==> src/rtl/ysyx_25030085_idu_if.sv <==
// ============================================================================
// ysyx_25030085_idu_if
// Handshake and decoded-bundle bus between IFU, IDU and EXU.
// Revision: 1.0
// ============================================================================
`default_nettype none

interface ysyx_25030085_idu_if #(
  parameter int XLEN = 32
);
  logic            in_valid;
  logic            in_ready;
  logic [31:0]     in_inst;
  logic [XLEN-1:0] in_pc;
  logic            out_valid;
  logic            out_ready;
  logic            mem_wen;
  logic            mem_ren;
  logic [1:0]      mem_size;
  logic            mem_uns;
  logic [1:0]      wb_sel;
  logic            reg_wen;
  logic            branch;
  logic [2:0]      br_func;
  logic [1:0]      jump;
  logic            alu_src;
  logic [3:0]      alu_op;
  logic [XLEN-1:0] imm;
  logic [4:0]      rs1;
  logic [4:0]      rs2;
  logic [4:0]      rd;
  logic [XLEN-1:0] out_pc;
  logic            ebreak;
  logic            illegal;

  // master is the decoder itself; slave is the IFU/EXU environment
  modport master (
    input  in_valid, in_inst, in_pc, out_ready,
    output in_ready, out_valid, mem_wen, mem_ren, mem_size, mem_uns, wb_sel,
           reg_wen, branch, br_func, jump, alu_src, alu_op, imm, rs1, rs2, rd,
           out_pc, ebreak, illegal
  );

  modport slave (
    output in_valid, in_inst, in_pc, out_ready,
    input  in_ready, out_valid, mem_wen, mem_ren, mem_size, mem_uns, wb_sel,
           reg_wen, branch, br_func, jump, alu_src, alu_op, imm, rs1, rs2, rd,
           out_pc, ebreak, illegal
  );
endinterface

`default_nettype wire

==> src/rtl/ysyx_25030085_idu.sv <==
// ============================================================================
// ysyx_25030085_idu
// RV32I/RV64I decode stage: one-deep registered bundle, halts on ebreak/illegal.
// Optional macro YSYX_25030085_RVE_EN: register indices >= 16 are illegal.
// Revision: 1.0
// ============================================================================
`default_nettype none

module ysyx_25030085_idu #(
  parameter int XLEN  = 32,
  parameter int CNT_W = 32
) (
  input  wire logic             clk,
  input  wire logic             rst_n,
  ysyx_25030085_idu_if.master   bus,
  output logic                  halted,
  output logic [CNT_W-1:0]      dec_cnt
);

  localparam logic [6:0] OPC_LOAD   = 7'b0000011;
  localparam logic [6:0] OPC_OPIMM  = 7'b0010011;
  localparam logic [6:0] OPC_AUIPC  = 7'b0010111;
  localparam logic [6:0] OPC_STORE  = 7'b0100011;
  localparam logic [6:0] OPC_OP     = 7'b0110011;
  localparam logic [6:0] OPC_LUI    = 7'b0110111;
  localparam logic [6:0] OPC_BRANCH = 7'b1100011;
  localparam logic [6:0] OPC_JALR   = 7'b1100111;
  localparam logic [6:0] OPC_JAL    = 7'b1101111;
  localparam logic [6:0] OPC_SYSTEM = 7'b1110011;
  localparam logic [31:0] INST_EBREAK = 32'h0010_0073;

  localparam logic [3:0] ALU_ADD  = 4'h0;
  localparam logic [3:0] ALU_SLL  = 4'h1;
  localparam logic [3:0] ALU_SLT  = 4'h2;
  localparam logic [3:0] ALU_SLTU = 4'h3;
  localparam logic [3:0] ALU_XOR  = 4'h4;
  localparam logic [3:0] ALU_SRA  = 4'h5;
  localparam logic [3:0] ALU_SRL  = 4'h6;
  localparam logic [3:0] ALU_OR   = 4'h7;
  localparam logic [3:0] ALU_AND  = 4'h8;
  localparam logic [3:0] ALU_PCI  = 4'h9;
  localparam logic [3:0] ALU_SUB  = 4'hA;

  localparam logic [1:0] WB_ALU   = 2'b00;
  localparam logic [1:0] WB_MEM   = 2'b01;
  localparam logic [1:0] WB_PC4   = 2'b10;
  localparam logic [1:0] WB_IMM   = 2'b11;
  localparam logic [1:0] JMP_JAL  = 2'b01;
  localparam logic [1:0] JMP_JALR = 2'b10;

  typedef enum logic [0:0] {RUN = 1'b0, HALT = 1'b1} state_t;

  typedef struct packed {
    logic            mem_wen;
    logic            mem_ren;
    logic [1:0]      mem_size;
    logic            mem_uns;
    logic [1:0]      wb_sel;
    logic            reg_wen;
    logic            branch;
    logic [2:0]      br_func;
    logic [1:0]      jump;
    logic            alu_src;
    logic [3:0]      alu_op;
    logic [XLEN-1:0] imm;
    logic [4:0]      rs1;
    logic [4:0]      rs2;
    logic [4:0]      rd;
    logic [XLEN-1:0] pc;
    logic            ebreak;
    logic            illegal;
  } bundle_t;

  state_t          state_q, state_d;
  logic            valid_q, valid_d;
  bundle_t         bundle_q, bundle_d;
  logic [CNT_W-1:0] cnt_q, cnt_d;

  bundle_t         dec;
  logic            bad;
  logic            in_rdy;
  logic            in_fire;
  logic            out_fire;

  logic [31:0]     inst;
  logic [6:0]      opc;
  logic [2:0]      f3;
  logic [6:0]      f7;
  logic            shamt_ok;
  logic [XLEN-1:0] imm_i, imm_s, imm_b, imm_u, imm_j;

  assign inst = bus.in_inst;
  assign opc  = inst[6:0];
  assign f3   = inst[14:12];
  assign f7   = inst[31:25];

  assign imm_i = XLEN'($signed(inst[31:20]));
  assign imm_s = XLEN'($signed({inst[31:25], inst[11:7]}));
  assign imm_b = XLEN'($signed({inst[31], inst[7], inst[30:25], inst[11:8], 1'b0}));
  assign imm_u = XLEN'($signed({inst[31:12], 12'b0}));
  assign imm_j = XLEN'($signed({inst[31], inst[19:12], inst[20], inst[30:21], 1'b0}));

  // RV64 shift immediates own bit 25 as shamt[5]; RV32 reserves it
  assign shamt_ok = !inst[31] && (inst[29:26] == 4'b0000) && ((XLEN == 64) || !inst[25]);

  function automatic logic [3:0] base_alu(input logic [2:0] fn);
    case (fn)
      3'b000:  base_alu = ALU_ADD;
      3'b001:  base_alu = ALU_SLL;
      3'b010:  base_alu = ALU_SLT;
      3'b011:  base_alu = ALU_SLTU;
      3'b100:  base_alu = ALU_XOR;
      3'b101:  base_alu = ALU_SRL;
      3'b110:  base_alu = ALU_OR;
      default: base_alu = ALU_AND;
    endcase
  endfunction

  always_comb begin
    dec    = '0;
    bad    = 1'b0;
    dec.pc = bus.in_pc;
    case (opc)
      OPC_OPIMM: begin
        dec.reg_wen = 1'b1;
        dec.alu_src = 1'b1;
        dec.imm     = imm_i;
        dec.rs1     = inst[19:15];
        dec.rd      = inst[11:7];
        dec.wb_sel  = WB_ALU;
        dec.alu_op  = base_alu(f3);
        if (f3 == 3'b001) begin
          bad = inst[30] || !shamt_ok;
        end else if (f3 == 3'b101) begin
          dec.alu_op = inst[30] ? ALU_SRA : ALU_SRL;
          bad        = !shamt_ok;
        end
      end
      OPC_OP: begin
        dec.reg_wen = 1'b1;
        dec.rs1     = inst[19:15];
        dec.rs2     = inst[24:20];
        dec.rd      = inst[11:7];
        dec.wb_sel  = WB_ALU;
        if (f7 == 7'b0000000) begin
          dec.alu_op = base_alu(f3);
        end else if (f7 == 7'b0100000 && f3 == 3'b000) begin
          dec.alu_op = ALU_SUB;
        end else if (f7 == 7'b0100000 && f3 == 3'b101) begin
          dec.alu_op = ALU_SRA;
        end else begin
          bad = 1'b1;
        end
      end
      OPC_LOAD: begin
        dec.reg_wen  = 1'b1;
        dec.mem_ren  = 1'b1;
        dec.wb_sel   = WB_MEM;
        dec.alu_src  = 1'b1;
        dec.alu_op   = ALU_ADD;
        dec.imm      = imm_i;
        dec.rs1      = inst[19:15];
        dec.rd       = inst[11:7];
        dec.mem_size = f3[1:0];
        dec.mem_uns  = f3[2];
        bad = (f3 == 3'b111) || ((XLEN == 32) && (f3 == 3'b011 || f3 == 3'b110));
      end
      OPC_STORE: begin
        dec.mem_wen  = 1'b1;
        dec.alu_src  = 1'b1;
        dec.alu_op   = ALU_ADD;
        dec.imm      = imm_s;
        dec.rs1      = inst[19:15];
        dec.rs2      = inst[24:20];
        dec.mem_size = f3[1:0];
        bad = f3[2] || ((XLEN == 32) && (f3 == 3'b011));
      end
      OPC_BRANCH: begin
        dec.branch  = 1'b1;
        dec.br_func = f3;
        dec.imm     = imm_b;
        dec.rs1     = inst[19:15];
        dec.rs2     = inst[24:20];
        bad = (f3[2:1] == 2'b01);
      end
      OPC_JAL: begin
        dec.reg_wen = 1'b1;
        dec.jump    = JMP_JAL;
        dec.wb_sel  = WB_PC4;
        dec.alu_src = 1'b1;
        dec.alu_op  = ALU_PCI;
        dec.imm     = imm_j;
        dec.rd      = inst[11:7];
      end
      OPC_JALR: begin
        dec.reg_wen = 1'b1;
        dec.jump    = JMP_JALR;
        dec.wb_sel  = WB_PC4;
        dec.alu_src = 1'b1;
        dec.alu_op  = ALU_ADD;
        dec.imm     = imm_i;
        dec.rs1     = inst[19:15];
        dec.rd      = inst[11:7];
        bad = (f3 != 3'b000);
      end
      OPC_LUI: begin
        dec.reg_wen = 1'b1;
        dec.wb_sel  = WB_IMM;
        dec.alu_src = 1'b1;
        dec.imm     = imm_u;
        dec.rd      = inst[11:7];
      end
      OPC_AUIPC: begin
        dec.reg_wen = 1'b1;
        dec.wb_sel  = WB_ALU;
        dec.alu_src = 1'b1;
        dec.alu_op  = ALU_PCI;
        dec.imm     = imm_u;
        dec.rd      = inst[11:7];
      end
      OPC_SYSTEM: begin
        if (inst == INST_EBREAK) dec.ebreak = 1'b1;
        else                     bad        = 1'b1;
      end
      default: bad = 1'b1;
    endcase
`ifdef YSYX_25030085_RVE_EN
    // unused index fields are already zero, so only live indices can trip this
    if (dec.rs1[4] || dec.rs2[4] || dec.rd[4]) bad = 1'b1;
`endif
    if (bad) begin
      dec         = '0;
      dec.pc      = bus.in_pc;
      dec.illegal = 1'b1;
    end
  end

  assign in_rdy   = (state_q == RUN) && (!valid_q || bus.out_ready);
  assign in_fire  = bus.in_valid && in_rdy;
  assign out_fire = valid_q && bus.out_ready;

  always_comb begin
    state_d  = state_q;
    valid_d  = valid_q;
    bundle_d = bundle_q;
    cnt_d    = cnt_q;
    if (out_fire) begin
      valid_d = 1'b0;
      cnt_d   = cnt_q + CNT_W'(1);
    end
    if (in_fire) begin
      valid_d  = 1'b1;
      bundle_d = dec;
    end
    case (state_q)
      RUN:     if (in_fire && (dec.ebreak || dec.illegal)) state_d = HALT;
      default: state_d = HALT;
    endcase
  end

  always_ff @(posedge clk or negedge rst_n) begin
    if (!rst_n) begin
      state_q  <= RUN;
      valid_q  <= 1'b0;
      bundle_q <= '0;
      cnt_q    <= '0;
    end else begin
      state_q  <= state_d;
      valid_q  <= valid_d;
      bundle_q <= bundle_d;
      cnt_q    <= cnt_d;
    end
  end

  assign halted        = (state_q == HALT);
  assign dec_cnt       = cnt_q;
  assign bus.in_ready  = in_rdy;
  assign bus.out_valid = valid_q;
  assign bus.mem_wen   = bundle_q.mem_wen;
  assign bus.mem_ren   = bundle_q.mem_ren;
  assign bus.mem_size  = bundle_q.mem_size;
  assign bus.mem_uns   = bundle_q.mem_uns;
  assign bus.wb_sel    = bundle_q.wb_sel;
  assign bus.reg_wen   = bundle_q.reg_wen;
  assign bus.branch    = bundle_q.branch;
  assign bus.br_func   = bundle_q.br_func;
  assign bus.jump      = bundle_q.jump;
  assign bus.alu_src   = bundle_q.alu_src;
  assign bus.alu_op    = bundle_q.alu_op;
  assign bus.imm       = bundle_q.imm;
  assign bus.rs1       = bundle_q.rs1;
  assign bus.rs2       = bundle_q.rs2;
  assign bus.rd        = bundle_q.rd;
  assign bus.out_pc    = bundle_q.pc;
  assign bus.ebreak    = bundle_q.ebreak;
  assign bus.illegal   = bundle_q.illegal;

endmodule

`default_nettype wire

==> src/flat_wrapper.sv <==
// flat-port wrapper written by rule: the top's interface ports become plain ports
module ysyx_25030085_idu_flat 
#(
  parameter int XLEN  = 32,
  parameter int CNT_W = 32
)
  (clk, rst_n, halted, dec_cnt, bus_in_valid, bus_in_inst, bus_in_pc, bus_out_ready, bus_in_ready, bus_out_valid, bus_mem_wen, bus_mem_ren, bus_mem_size, bus_mem_uns, bus_wb_sel, bus_reg_wen, bus_branch, bus_br_func, bus_jump, bus_alu_src, bus_alu_op, bus_imm, bus_rs1, bus_rs2, bus_rd, bus_out_pc, bus_ebreak, bus_illegal);
  ysyx_25030085_idu_if #(.XLEN(XLEN)) bus_i ();
  input  wire logic clk;
  input  wire logic rst_n;
  output logic halted;
  output logic [CNT_W-1:0] dec_cnt;
  input wire logic [$bits(bus_i.in_valid)-1:0] bus_in_valid;
  input wire logic [$bits(bus_i.in_inst)-1:0] bus_in_inst;
  input wire logic [$bits(bus_i.in_pc)-1:0] bus_in_pc;
  input wire logic [$bits(bus_i.out_ready)-1:0] bus_out_ready;
  output wire logic [$bits(bus_i.in_ready)-1:0] bus_in_ready;
  output wire logic [$bits(bus_i.out_valid)-1:0] bus_out_valid;
  output wire logic [$bits(bus_i.mem_wen)-1:0] bus_mem_wen;
  output wire logic [$bits(bus_i.mem_ren)-1:0] bus_mem_ren;
  output wire logic [$bits(bus_i.mem_size)-1:0] bus_mem_size;
  output wire logic [$bits(bus_i.mem_uns)-1:0] bus_mem_uns;
  output wire logic [$bits(bus_i.wb_sel)-1:0] bus_wb_sel;
  output wire logic [$bits(bus_i.reg_wen)-1:0] bus_reg_wen;
  output wire logic [$bits(bus_i.branch)-1:0] bus_branch;
  output wire logic [$bits(bus_i.br_func)-1:0] bus_br_func;
  output wire logic [$bits(bus_i.jump)-1:0] bus_jump;
  output wire logic [$bits(bus_i.alu_src)-1:0] bus_alu_src;
  output wire logic [$bits(bus_i.alu_op)-1:0] bus_alu_op;
  output wire logic [$bits(bus_i.imm)-1:0] bus_imm;
  output wire logic [$bits(bus_i.rs1)-1:0] bus_rs1;
  output wire logic [$bits(bus_i.rs2)-1:0] bus_rs2;
  output wire logic [$bits(bus_i.rd)-1:0] bus_rd;
  output wire logic [$bits(bus_i.out_pc)-1:0] bus_out_pc;
  output wire logic [$bits(bus_i.ebreak)-1:0] bus_ebreak;
  output wire logic [$bits(bus_i.illegal)-1:0] bus_illegal;
  assign bus_i.in_valid = bus_in_valid;
  assign bus_i.in_inst = bus_in_inst;
  assign bus_i.in_pc = bus_in_pc;
  assign bus_i.out_ready = bus_out_ready;
  assign bus_in_ready = bus_i.in_ready;
  assign bus_out_valid = bus_i.out_valid;
  assign bus_mem_wen = bus_i.mem_wen;
  assign bus_mem_ren = bus_i.mem_ren;
  assign bus_mem_size = bus_i.mem_size;
  assign bus_mem_uns = bus_i.mem_uns;
  assign bus_wb_sel = bus_i.wb_sel;
  assign bus_reg_wen = bus_i.reg_wen;
  assign bus_branch = bus_i.branch;
  assign bus_br_func = bus_i.br_func;
  assign bus_jump = bus_i.jump;
  assign bus_alu_src = bus_i.alu_src;
  assign bus_alu_op = bus_i.alu_op;
  assign bus_imm = bus_i.imm;
  assign bus_rs1 = bus_i.rs1;
  assign bus_rs2 = bus_i.rs2;
  assign bus_rd = bus_i.rd;
  assign bus_out_pc = bus_i.out_pc;
  assign bus_ebreak = bus_i.ebreak;
  assign bus_illegal = bus_i.illegal;
  ysyx_25030085_idu #(.XLEN(XLEN), .CNT_W(CNT_W)) u_core (.clk(clk), .rst_n(rst_n), .bus(bus_i), .halted(halted), .dec_cnt(dec_cnt));
endmodule
==> config.mk <==
export PLATFORM = sky130hd
export DESIGN_NAME = ysyx_25030085_idu_flat
export DESIGN_NICKNAME = d
export VERILOG_FILES = /design/src/rtl/ysyx_25030085_idu_if.sv /design/src/rtl/ysyx_25030085_idu.sv /design/src/flat_wrapper.sv
export SDC_FILE = /design/constraint.sdc
export NUM_CORES = 1
export LEC_CHECK = 0
export BUFFER_PORTS_ARGS = -buffer_cell sky130_fd_sc_hd__buf_2
export CAP_MARGIN = 20
export CORE_ASPECT_RATIO = 1.25
export CORE_UTILIZATION = 41
export DETAILED_ROUTE_END_ITERATION = 8
export PLACE_DENSITY_LB_ADDON = 0.15
export SLEW_MARGIN = 40
export SYNTH_ARGS = -nofsm -noshare
export SYNTH_HDL_FRONTEND = slang
export SYNTH_SLANG_ARGS = --single-unit
export TNS_END_PERCENT = 10
==> constraint.sdc <==
create_clock -name clk -period 1.75 [get_ports clk]
set_clock_uncertainty 0.15 [all_clocks]
set_input_delay 0.2625 -clock clk [delete_from_list [all_inputs] [get_ports clk]]
set_output_delay 0.2625 -clock clk [all_outputs]
set_load 0.01 [all_outputs]
After elaboration in Yosys (flattened, before gate mapping)

Cells that the tools add are included.

Reductions and logical operators: 34
Add/sub/neg operators: 1
Equal/unequal tests: 20
Multiplexer cells: 35
Bitwise operators: 1

Operators with widths:

| cell                  | count |
|---|---|
| $pmux 32 s5           | 1 |
| $mux 100              | 1 |
| $add 32x1->32 const B | 1 |
| $eq 32x21->1 const B  | 1 |
| $eq 7x6->1 const B    | 4 |
| $eq 7x7->1 const B    | 4 |
| $pmux 4 s7            | 1 |
| $pmux 4 s6            | 1 |
| $mux 4                | 5 |
| $mux 1                | 16 |
| $mux 5                | 3 |
| $eq 7x5->1 const B    | 2 |
| $reduce_or 7->1       | 2 |
| $eq 3x3->1 const B    | 4 |
| $pmux 3 s4            | 1 |
| $pmux 4 s3            | 1 |
| $reduce_or 3->1       | 4 |
| $logic_and 1x1->1     | 8 |
| $pmux 1 s8            | 1 |
| $reduce_or 2->1       | 4 |
| $eq 7x2->1 const B    | 1 |
| $logic_not 7->1       | 1 |
| $eq 3x2->1 const B    | 2 |
| $logic_or 1x1->1      | 6 |
| other kinds (12)      | 16 |

Register bits after elaboration: 134
Logic and storage cells: 112
Output and inout port bits: 135

Longest topological paths before layout

Gate-level depths: netlist of run 1.

Depth after elaboration: 12
Depth in mapped cells: 9
Depth with buffers taken out: 6

Worst setup path after synthesis of run 1

Ideal clock, no wire load.

Path type: register -> register
Start point: register u_core.valid_q (netlist: u_core.bus.out_valid)
End point: register u_core.bundle_q (netlist bit u_core.bus.rs2[0])
Data arrival time: 1811 ps
Clock period less this slack: 2030 ps
Setup time: 69 ps
Required time: 1531 ps
Buffers on the path: 0
Stages on the path, launching flop included: 6
Path slack: -280 ps
Cells stage by stage: dfrtp_1 nor2b_1 nor2_1 nand2_1 a2111oi_1 a32o_1

Longest elaborated chain between the ends: 4

Ends and longest elaborated chain:

| what                   | line                     | text |
|---|---|---|
| start, declared        | ysyx_25030085_idu.sv:75  | `logic valid_q, valid_d;` |
| start signal, assigned | ysyx_25030085_idu.sv:269 | `valid_q <= valid_d;` |
| $logic_not 1->1        | ysyx_25030085_idu.sv:238 | `assign in_rdy = (state_q == RUN) && (!valid_q \|\| bus.out_ready);` |
| $logic_or 1x1->1       | ysyx_25030085_idu.sv:238 |  |
| $logic_and 1x1->1      | ysyx_25030085_idu.sv:238 |  |
| net bus_in_ready       | flat_wrapper.sv:17       | `output wire logic [$bits(bus_i.in_ready)-1:0] bus_in_ready;` |
| $logic_and 1x1->1      | ysyx_25030085_idu.sv:239 | `assign in_fire = bus.in_valid && in_rdy;` |
| end signal, assigned   | ysyx_25030085_idu.sv:270 | `bundle_q <= bundle_d;` |
| end, declared          | ysyx_25030085_idu.sv:76  | `bundle_t bundle_q, bundle_d;` |

The timed path passes the listed nets, and every way through them passes these cells.
A chain may end at the register's enable or synchronous reset.

Worst setup path in the final report of run 1

Start point: input bus_in_inst[25]
End point: register u_core.bundle_q (netlist bit u_core.bus.alu_op[0])

Longest elaborated chain between the ends: 7

Ends and longest elaborated chain:

| what                                                 | line                                                                         | text |
|---|---|---|
| start, declared                                      | flat_wrapper.sv:14                                                           | `input wire logic [$bits(bus_i.in_inst)-1:0] bus_in_inst;` |
| $eq 7x6->1 / $logic_not 1->1 (equally long branches) | ysyx_25030085_idu.sv:147, ysyx_25030085_idu.sv:149, ysyx_25030085_idu.sv:104 |  |
| $logic_and 1x1->1, on equally long branches          | ysyx_25030085_idu.sv:149, ysyx_25030085_idu.sv:104                           |  |
| $mux 1, or another cell as far along                 | ysyx_25030085_idu.sv:149                                                     | `end else if (f7 == 7'b0100000 && f3 == 3'b101) begin` |
| $mux 1, or another cell as far along                 | ysyx_25030085_idu.sv:147                                                     | `end else if (f7 == 7'b0100000 && f3 == 3'b000) begin` |
| $mux 1, or another cell as far along                 | ysyx_25030085_idu.sv:145                                                     | `if (f7 == 7'b0000000) begin` |
| $pmux 1 s8 / $pmux 4 s3 (equally long branches)      | ysyx_25030085_idu.sv:123                                                     | `case (opc)` |
| $mux 100 (*)                                         | ysyx_25030085_idu.sv:231                                                     | `if (bad) begin` |

Mark *: on every way between the ends. The rest lies on a longest branch, timed or not.

==> metrics.md, run 1 <==
| Metric | Value |
|---|---|
| Layout Cells excl Fill | `1,162` |
| RSZ-0062 raised after global routing | `yes` |
| Fin Hold WS | `25.6 ps` |
| Hold Vio Cnt, Final | `0` |
| Initial Utilization | `0.420` |
| Die height | `138 microns` |
| Post-DP HPWL | `14,400 microns` |
| Sequential share of the synthesized area | `0.554` |
| CTS tree | `built` |
| Critical Path RT | `1920 ps` |
| Fraction of registers with async set/reset | `1.00` |
| GP Congestion | `0.855` |
| Synth Cell Area | `6060 sq um` |
| Worst Hold Depth | `3` |
| Max-cap violations | `0` |
| VDD IR max | `0.630 mV` |
| Fin crit share | `1.02` |
| Die area | `15,300 sq um` |
| FMAX | `561 MHz` |
| Min cycle time layout | `1780 ps` |
| Critical path's slowest cell | `nor4_4` |
| CP Max Fanout | `10` |
| Clock sink count | `134` |
| Area of the multi-input gates | `2710 sq um` |
| Main synth FF type | `dfrtp_1` |
| Row cnt | `49` |
| # IOs | `203` |
| #FFs+latches synth | `134` |
| Static Leak | `4.87 nW` |
| Vias in the first global route | `6,142` |
| Hold Path Origin | `bus_in_inst[10]` |
| Syn-to-layout area delta | `55.5%` |
| Fillers | `1,173` |
| Mapped Nets | `687` |
| Synth warnings | `0` |
| EDFF count, synth | `0` |
| Initial antenna violation count | `0` |
| Grt total ovfl | `0` |
| Final setup viols | `2` |
| Drt initial violations | `377` |
| Slew @ Worst Pin | `420 ps` |
| Die W | `111 microns` |
| Post-synth cell types | `60` |
| CP cell instances | `buf_8 -> nor4_4 -> buf_4 -> nand3b_1 -> nor4_4 -> buf_4 -> o211ai_4 -> o31ai_1` |
| Clk_lat worst skew | `410 ps` |
| Layout Utilization | `0.654` |
| First-pass GRT wire length | `31,000 microns` |
| Status | `complete, but fails checks` |
| Post-placement cell count | `1,090` |
| Avg WL per Cell | `17.0 microns` |
| TritonCTS Buffers | `17` |
| Reg2Reg Depth | `5` |
| Total GRT Usage | `0.260` |
| Remaining antenna violation count | `0` |
| Via count | `6,079` |
| Slew Limit Fails | `0` |
| Final worst slack | `-31.1 ps` |
| RR Startpoint | `u_core.dec_cnt[6]` |
| CP startpoint kind | `input port` |
| RR Endpoint | `u_core.dec_cnt[25]` |
| Vias per cell | `5.23` |
| Cell area power density | `951 nW/um^2` |
| Ant diodes | `0` |
| Clock-pin slew on the worst setup and hold paths | `60 ps` |
| WL final | `19,700 microns` |
| Storage cell area | `3350 sq um` |
| Hold WC Path Type | `input port to flip-flop` |
| Register-to-register setup slack | `0 ps` |
| Layout cells sized above 1 | `0.407` |
| CP Data Arrival Time | `1950 ps` |
| Synthesized instance count | `618` |
| Fin nets | `1,041` |
| DRC | `0` |
| Failing checks | `negative setup slack` |
| 1st-pass router iterations | `5` |
| H-Tree Depth | `4` |
| Worst Hold End | `u_core.bus.rd[3]` |
| Crit Path Category | `input port to flip-flop` |
| Maximum clock path buffer count | `2` |
| Slew headroom | `0.713` |
| Max stage delay on crit path | `390 ps` |
| I/O Buffers | `202` |
| Crit end category | `flip-flop` |
| Core Footprint | `14,400 sq um` |
| CTS Root Cell | `clkbuf_16` |
| Largest net degree at the start of global routing | `48` |
| Setup slack at placement | `-449 ps` |
| Mapped Avg Cell Area | `9.80 sq um` |
==> worst max-delay path: cells and delay by family <==
family | cells | cell delay, ps
buffers and inverters | 3 | 450
AND/OR/NAND/NOR | 3 | 810
AO/OA/AOI/OAI | 2 | 420
==> through the flow <==
step | power (mW) | area [sq um] | setup TNS, ps
after detailed placement | 5.44 | 8240 | -23710
after floorplan | 4.48 | 6120 | -7970
final | 8.96 | 9420 | -58.7
after global placement | 5.38 | 8240 | -23490
after global routing | 9.37 | 9420 | -1970
after CTS | 8.97 | 9250 | -117
==> repair_timing <==
action | CTS | global route
endpoints found under the hold margin | 166 | 0
cloned | 1 | 2
resized for setup | 11 | 27
endpoints found under the setup margin | 86 | 99
setup buffers | 2 | 3
hold buffers | 33 | 0
pin swaps | 4 | 24
==> area by class of cell <==
| class | instances | share of cell area |
|---|---|---|
| Clock buffer | 21 | 0.0500 |
| Inverter | 8 | 0.00319 |
| Clock inverter | 10 | 0.0104 |
| Timing Repair Buffer | 369 | 0.270 |
| Tap cell | 178 | 0.0236 |
| Multi-Input combinational cell | 442 | 0.287 |
| Sequential cell | 134 | 0.356 |
==> how the worst max path moves through the flow <==
stage	start	endpoint	slack [ps]
final	bus_in_inst[25]	u_core.bus.alu_op[0]	-30
after detailed placement	bus_in_inst[25]	u_core.bus.alu_op[0]	-450
after global routing	u_core.dec_cnt[6]	u_core.dec_cnt[26]	-130
after CTS	u_core.dec_cnt[6]	u_core.dec_cnt[19]	-20
after floorplan	bus_in_inst[2]	u_core.bus.mem_ren	-180
after global placement	bus_in_inst[25]	u_core.bus.imm[3]	-410
==> cell usage after synthesis, drive strengths merged, types with 5 or more instances <==
| cell | number | area (sq um) |
|---|---|---|
| a21oi | 26 | 130 |
| a22o | 9 | 78.8 |
| a32o | 16 | 160 |
| and2 | 5 | 31.3 |
| and3 | 6 | 37.5 |
| and4 | 6 | 52.6 |
| buf | 12 | 77.6 |
| clkbuf | 22 | 82.6 |
| dfrtp | 134 | 3350 |
| inv | 7 | 26.3 |
| nand2 | 174 | 656 |
| nand2b | 6 | 37.5 |
| nand3 | 19 | 95.1 |
| nand4 | 9 | 56.3 |
| nor2 | 19 | 71.3 |
| nor3 | 12 | 60.1 |
| nor4 | 6 | 56.3 |
| o21ai | 38 | 190 |
| o31ai | 10 | 75.1 |
| xnor2 | 21 | 184 |
| xor2 | 12 | 105 |
==> sequential cells by signal (all words and copies together), names as in the netlist, 2 cells and up <==
register             cells
u_core.bus.out_pc       32
u_core.bus.mem_size      2
u_core.bus.alu_op        4
u_core.bus.rd            5
u_core.bus.jump          2
u_core.bus.br_func       3
u_core.bus.wb_sel        2
u_core.dec_cnt          32
u_core.bus.rs1           5
u_core.bus.imm          32
u_core.bus.rs2           5
==> power breakdown <==
part	internal, mW	total [mW]	switching (mW)
registers	3.49	3.71	0.222
clock network	2.07	3.43	1.36
logic	0.826	1.82	0.993
==> cell families (layout without fill, tap and decap cells) <==
logic type,count (synthesis),after routing,share of synthesized area
compound gates,129,129,0.149
xor+xnor,33,33,0.0477
fa+ha+maj,1,1,0.00207
buf+inv,42,408,0.0314
flops,134,134,0.554
mux,4,4,0.00682
simple gates,275,275,0.210
==> per-layer routing <==
metal  GRT usage  up-vias  routed length, microns
li1            -     2879                       -
met1       0.313     2963                    8170
met2       0.449      199                   10100
met3      0.0603       38                     852
met4       0.115        0                     582
met5           0        -                       0
==> cells in the final DEF (no fill, tap or decap), types with 3 or more instances in the layout <==
cell type / synthesis / final
a22o_1: 9 / 9
nor4_1: 3 / 3
nand2b_1: 6 / 6
buf_12: 0 / 8
a211oi_1: 3 / 3
dfrtp_1: 134 / 134
a32o_1: 16 / 16
dlygate4sd3_1: 0 / 33
o21ai_0: 17 / 15
nand2_1: 173 / 170
a21o_1: 4 / 4
nor2_1: 19 / 17
and4_1: 6 / 3
nor3_1: 12 / 6
nor4_4: 0 / 3
clkbuf_16: 0 / 19
nor3_2: 0 / 4
inv_1: 7 / 7
o31ai_2: 0 / 3
clkbuf_8: 0 / 3
and2_1: 5 / 4
buf_4: 0 / 121
o31ai_1: 10 / 7
clkinv_2: 0 / 3
nand4_1: 9 / 9
buf_2: 8 / 198
mux2i_1: 3 / 3
xnor2_1: 21 / 21
nand2_2: 1 / 3
nand3b_1: 3 / 3
xor2_1: 12 / 12
nand3_1: 19 / 19
a21oi_1: 26 / 26
o21ai_1: 21 / 23
and3_1: 6 / 6
a22oi_1: 4 / 4
buf_6: 3 / 5
Power figures use the tool's default switching activity.
==> inputs of run 2 (changes only) <==
--- a/config.mk
+++ b/config.mk
@@ -5,7 +5,7 @@
 export SDC_FILE = /design/constraint.sdc
 export NUM_CORES = 1
 export LEC_CHECK = 0
-export BUFFER_PORTS_ARGS = -buffer_cell sky130_fd_sc_hd__buf_2
+export BUFFER_PORTS_ARGS = -buffer_cell sky130_fd_sc_hd__buf_4
 export CAP_MARGIN = 20
 export CORE_ASPECT_RATIO = 1.25
 export CORE_UTILIZATION = 41
==> run 2 against run 1 <==
The flow still finishes with violations (negative setup slack). Critical path depth down 4. Sequential power about the same. Setup slack better by 31 ps. Combinational power up 14%. Cell count up 0.17%. Clock-buffer cell count down 1. Maximum frequency up 1.8%. Global-route usage up 0.34 points. Register-to-register slack better by 20 ps. Largest cell class unchanged.
==> metrics.md, run 2 (synthesis gave the netlist of run 1 again) <==
| Metric | Value |
|---|---|
| CTS Root Cell | `clkbuf_16` |
| Drt initial violations | `482 (+28%)` |
| Setup slack at placement | `-464 ps (-15.5 ps)` |
| I/O Buffers | `202 (unchanged)` |
| Vias in the first global route | `6,196 (+0.88%)` |
| GP Congestion | `0.884 (+3.3%)` |
| Fin crit share | `1.00 (-0.0176)` |
| TritonCTS Buffers | `17 (unchanged)` |
| Fin area | `9870 sq um (+4.8%)` |
| Avg WL per Cell | `17.5 microns (+3.2%)` |
| Setup TNS | `-0.229 ps (+58.5 ps)` |
| Fin nets | `1,043 (+0.19%)` |
| CP cell instances | `nor2b_4 -> nor2_4 -> buf_6 -> buf_6` |
| Die height | `138 microns (unchanged)` |
| Layout Cells excl Fill | `1,164 (+0.17%)` |
| WL final | `20,400 microns (+3.4%)` |
| Bufs and invs on worst path | `2 (-1)` |
| VDD IR max | `0.667 mV (+5.8%)` |
| Die W | `111 microns (unchanged)` |
| Maximum clock path buffer count | `2 (unchanged)` |
| Hold WC Path Type | `input port to flip-flop` |
| Remaining antenna violation count | `0 (unchanged)` |
| Ant diodes | `0 (unchanged)` |
| Die area | `15,300 sq um (unchanged)` |
| Fin Hold WS | `14.1 ps (-11.4 ps)` |
| Row cnt | `49 (unchanged)` |
| Cell area power density | `910 nW/um^2 (-4.3%)` |
| RSZ-0062 raised after global routing | `yes` |
| Layout cells sized above 1 | `0.414 (+0.00729)` |
| Final setup viols | `1 (-1)` |
| H-Tree Depth | `4 (unchanged)` |
| First-pass GRT wire length | `31,500 microns (+1.4%)` |
| CP Data Arrival Time | `1340 ps (-610 ps)` |
| Layout Utilization | `0.685 (+0.0316)` |
| Via count | `6,145 (+1.1%)` |
| CP startpoint kind | `flip-flop` |
| Total GRT Usage | `0.264 (+0.00344)` |
| Largest net degree at the start of global routing | `55 (+15%)` |
| Slew @ Worst Pin | `414 ps (-5.60 ps)` |
| Final worst slack | `-0.229 ps (+30.8 ps)` |
| Hold Vio Cnt, Final | `0 (unchanged)` |
| Slew Limit Fails | `0 (unchanged)` |
| Most frequent cells in the layout | `322 x buf_4, 170 x nand2_1, 134 x dfrtp_1` |
| CP Max Fanout | `4 (-6)` |
| Area after DPL | `8760 sq um (+6.3%)` |
| Post-DP HPWL | `15,000 microns (+3.6%)` |
| Worst Hold Depth | `3 (unchanged)` |
| Slew headroom | `0.717 (+0.00383)` |
| Core Footprint | `14,400 sq um (unchanged)` |
| Commonest non-fill, non-tap cell in the layout | `buf_4` |
| Reg2Reg Depth | `5 (unchanged)` |
| Clk_lat worst skew | `410 ps (about the same)` |
| 1st-pass router iterations | `5 (unchanged)` |
| Crit Path Category | `flip-flop to primary output` |
| Final Power | `8.99 mW (+0.32%)` |
| Grt total ovfl | `0 (unchanged)` |
| CTS tree | `built` |
| Status | `complete, but fails checks` |
| Static Leak | `4.92 nW (+1.1%)` |
| Max stage delay on crit path | `390 ps (about the same)` |
| Syn-to-layout area delta | `63.0%` |
| Critical path's slowest cell | `dfrtp_1` |
| Max-cap violations | `0 (unchanged)` |
| CP delay by family, top | `flip-flops` |
| Initial antenna violation count | `0 (unchanged)` |
| # IOs | `203 (unchanged)` |
| CP most frequent cell | `buf_6` |
| Crit path depth | `4 (-4)` |
| DRC | `0 (unchanged)` |
| FMAX | `571 MHz (+1.8%)` |
| Critical Path RT | `1340 ps (-580 ps)` |
| Failing checks | `negative setup slack` |
| Initial Utilization | `0.420 (unchanged)` |
| Min cycle time layout | `1750 ps (-30.8 ps)` |
| Clock-pin slew on the worst setup and hold paths | `60 ps (about the same)` |
| Clock sink count | `134 (unchanged)` |
| Crit end category | `primary output` |
| Post-placement cell count | `1,092 (+0.18%)` |
| Vias per cell | `5.28 (+0.91%)` |
[run 2: cell count changes in the layout (fill, tap and decap cells not counted), sizes merged]
cell / previous run / this run
buf: 334 / 337
clkbuf: 23 / 20
clkinv: 6 / 8
bufinv: 1 / 0
clkinvlp: 2 / 3
dlygate4sd3: 33 / 34
inv: 9 / 8
[run 2: power breakdown]
part	internal [mW]	switching, mW
combinational	1.06	1.01
clock	1.84	1.34
sequential	3.49	0.242
[run 2: timing repair]
action / 4_1_cts / 5_1_grt
pin swaps: 6 / 11
resized for setup: 16 / 27
setup endpoints to repair: 96 / 88
buffers inserted: 2 / 5
endpoints found under the hold margin: 168 / 0
hold buffers: 34 / 0
[run 2: final timing paths]
check / end / slack, ps / from
setup / recovery: bus_in_ready / -0.2 / u_core.bus.out_valid
hold / removal: u_core.bus.imm[10] / 10 / bus_in_inst[30]
setup reg to reg: u_core.dec_cnt[24] / 20 / u_core.dec_cnt[4]
hold reg to reg: u_core.dec_cnt[31] / 330 / u_core.dec_cnt[31]
max in group asynchronous: u_core.bus.out_pc[12] / 670 / rst_n
min in group asynchronous: u_core.bus.out_pc[1] / 170 / rst_n
[run 2: routing by layer]
layer | wire (microns) | vias up | GRT usage
li1 | - | 2870 | -
met1 | 8050 | 3007 | 0.313
met2 | 10600 | 219 | 0.461
met3 | 973 | 49 | 0.0555
met4 | 737 | 0 | 0.124
met5 | 0 | - | 0
[run 2: worst min-delay path: stages]
cell and delay, ps:
buf_4 150, nand2_1 50, o21ai_0 70
[run 2: cell type report]
type / instances / area, sq um
fillers: 1122 / 4530
repair buffers: 371 / 2990
inverters: 8 / 30.0
flip-flops and latches: 134 / 3350
multi-input cells: 442 / 2750
clock inverters: 11 / 80.1
well taps: 178 / 223
clock buffers: 20 / 447
==> inputs of run 3 (changes only) <==
==> constraint.sdc (replaced) <==
create_clock -name clk -period 1.75 [get_ports clk]
set_clock_uncertainty 0.15 [all_clocks]
set_input_delay 0.0875 -clock clk [delete_from_list [all_inputs] [get_ports clk]]
set_output_delay 0.0875 -clock clk [all_outputs]
set_load 0.01 [all_outputs]
==> run 3 against run 2 <==
The flow now finishes without violations. Flip-flop and latch count stayed put. Sequential share of layout area shrank 0.65 points. Clock power up 29%. Die area stayed put. Power up 10%. Sequential power barely moved. Global-route usage up 0.92 points. Utilization up 1.3 points. Cell count grew 1.4%. Final area increased by 1.9%. Critical path depth increased by 2.
==> metrics.md, run 3 (synthesis gave the netlist of run 1 again) <==
| Metric | Value |
|---|---|
| FMAX | `573 MHz (+0.31%)` |
| Post-placement cell count | `1,082 (-0.92%)` |
| Commonest non-fill, non-tap cell in the layout | `buf_4` |
| Maximum clock path buffer count | `2 (unchanged)` |
| Hold Vio Cnt, Final | `0 (unchanged)` |
| Critical Path RT | `1940 ps (+600 ps)` |
| Die W | `111 microns (unchanged)` |
| Hold Path Origin | `bus_in_inst[12]` |
| Max-cap violations | `0 (unchanged)` |
| CP cell instances | `and4_4 -> and4_1 -> nand4_1 -> buf_4 -> nor3_2 -> xor2_1` |
| Met1 usage | `0.332 (+0.0190)` |
| Met2 usage | `0.471 (+0.0100)` |
| Fillers | `1,086 (-3.2%)` |
| First-pass GRT wire length | `32,300 microns (+2.7%)` |
| Status | `complete, no violations` |
| Crit path depth | `6 (+2)` |
| Avg WL per Cell | `17.4 microns (-0.40%)` |
| # IOs | `203 (unchanged)` |
| Remaining antenna violation count | `0 (unchanged)` |
| CP delay by family, top | `simple AND/OR/NAND/NOR gates` |
| Switching share of power | `0.261 (-0.0283)` |
| CP Data Arrival Time | `1930 ps (+590 ps)` |
| Vias in the first global route | `6,310 (+1.8%)` |
| Hold WC Path Type | `input port to flip-flop` |
| Fin nets | `1,059 (+1.5%)` |
| CTS tree | `built` |
| Post-DP HPWL | `15,000 microns (+0.20%)` |
| Slew Limit Fails | `0 (unchanged)` |
| Layout Cells excl Fill | `1,180 (+1.4%)` |
| Initial Utilization | `0.420 (unchanged)` |
| Crit Path Category | `flip-flop to flip-flop` |
| CP startpoint kind | `flip-flop` |
| Slew headroom | `0.640 (-0.0764)` |
| Static Leak | `5.01 nW (+1.8%)` |
| Worst Setup EP | `u_core.dec_cnt[28]` |
| Comb pwr share | `0.209 (-0.022)` |
| Clk_lat worst skew | `420 ps (about the same)` |
| VDD IR max | `0.956 mV (+43%)` |
| Max stage delay on crit path | `370 ps (-20 ps)` |
| Ant diodes | `0 (unchanged)` |
| Reg2Reg Depth | `6 (+1)` |
| Initial antenna violation count | `0 (unchanged)` |
| 1st-pass router iterations | `5 (unchanged)` |
| Clock Power Share | `0.414 (+0.060)` |
| Final Power | `9.89 mW (+10%)` |
| Vias per cell | `5.25 (-0.57%)` |
| Fin Hold WS | `9.47 ps (-4.66 ps)` |
| Setup TNS | `0 ps (+0.229 ps)` |
| Int Power | `7.31 mW (+14%)` |
| RR Endpoint | `u_core.dec_cnt[28]` |
| Fin crit share | `0.997 (-0.00311)` |
| CTS Root Cell | `clkbuf_16` |
| Die area | `15,300 sq um (unchanged)` |
| Cell area power density | `982 nW/um^2 (+7.9%)` |
| Crit end category | `flip-flop` |
| WL final | `20,600 microns (+0.97%)` |
| RSZ-0062 raised after global routing | `yes` |
| Total GRT Usage | `0.273 (+0.00917)` |
| Register-to-register setup slack | `5 ps (about the same)` |
| Clock sink count | `134 (unchanged)` |
| Area after DPL | `8640 sq um (-1.4%)` |
| Clock-pin slew on the worst setup and hold paths | `60 ps (about the same)` |
| CP startpoint | `u_core.dec_cnt[19]` |
| Syn-to-layout area delta | `66.2%` |
| Die height | `138 microns (unchanged)` |
| Fin area | `10,100 sq um (+1.9%)` |
| Final worst slack | `5.21 ps (+5.43 ps)` |
| RR Startpoint | `u_core.dec_cnt[19]` |
| Final setup viols | `0 (-1)` |
| GP Congestion | `0.863 (-2.4%)` |
| Largest net degree at the start of global routing | `54 (-1.8%)` |
| Layout Utilization | `0.699 (+0.0133)` |
| TritonCTS Buffers | `17 (unchanged)` |
| Layout cells sized above 1 | `0.387 (-0.0266)` |
| Share of power burned in registers | `0.377 (-0.038)` |
| Bufs and invs on worst path | `1 (-1)` |
| Via count | `6,194 (+0.80%)` |
| CP Max Fanout | `4 (unchanged)` |
| Min cycle time layout | `1740 ps (-5.43 ps)` |
| Drt initial violations | `367 (-24%)` |
| Critical path's slowest cell | `dfrtp_1` |
| Core Footprint | `14,400 sq um (unchanged)` |
| Grt total ovfl | `0 (unchanged)` |
| Slew @ Worst Pin | `540 ps (+125 ps)` |
| Row cnt | `49 (unchanged)` |
| DRC | `0 (unchanged)` |
| GR peak layer | `met2` |
| Setup slack at placement | `-268 ps (+196 ps)` |
| M3 GR Usage | `0.0608 (+0.00524)` |
| H-Tree Depth | `4 (unchanged)` |
| Net Switching | `2.58 mW (-0.78%)` |
| Most frequent cells in the layout | `317 x buf_4, 171 x nand2_1, 134 x dfrtp_1` |
| I/O Buffers | `202 (unchanged)` |
==> run 3: cell type report <==
class	instances	area, sq um	share of cell area
Clock inverter	11	219	0.0218
Timing Repair Buffer	387	3120	0.310
Sequential cell	134	3350	0.333
Clock buffer	20	457	0.0454
Multi-Input combinational cell	442	2670	0.265
Inverter	8	30.0	0.00298
Tap cell	178	223	0.0221
==> run 3: how the worst min path moves through the flow <==
| stage | endpoint | slack [ps] | depth (start not counted) |
|---|---|---|---|
| floorplan | u_core.bus.alu_op[0] | -360 | 0 |
| finish | u_core.bus.imm[12] | 9 | 4 |
| global route | u_core.bus.imm[12] | 20 | 4 |
| CTS | u_core.bus.imm[12] | 8 | 4 |
| global placement | u_core.dec_cnt[17] | -80 | 1 |
| detailed placement | u_core.dec_cnt[17] | -60 | 1 |
==> run 3: worst reg2reg max path, cell delays in order (launching register included) <==
cell	delay, ps
dfrtp_1	370
and4_4	250
and4_1	250
nand4_1	110
buf_4	180
nor3_2	190
xor2_1	170
==> run 3: power groups by stage <==
stage / clock, mW / sequential [mW] / combinational [mW]
after floorplan: 0 / 3.94 / 0.535
after global placement: 0 / 3.76 / 1.86
after detailed placement: 0 / 3.77 / 1.92
after CTS: 4.15 / 3.72 / 2.03
after global routing: 4.32 / 3.77 / 2.25
final: 4.09 / 3.73 / 2.07
==> run 3: what timing repair did <==
action,in CTS,in global routing
setup endpoints to repair,73,104
cloned,0,1
pin swaps,3,8
hold buffers,60,0
resized for setup,6,17
hold endpoints to repair,218,0
buffers inserted,1,5
==> run 3: layer usage <==
metal / share of wire / vias to the layer above
met5: 0 / -
met4: 0.037 / 0
met3: 0.049 / 49
met2: 0.51 / 228
met1: 0.40 / 3009
li1: - / 2908
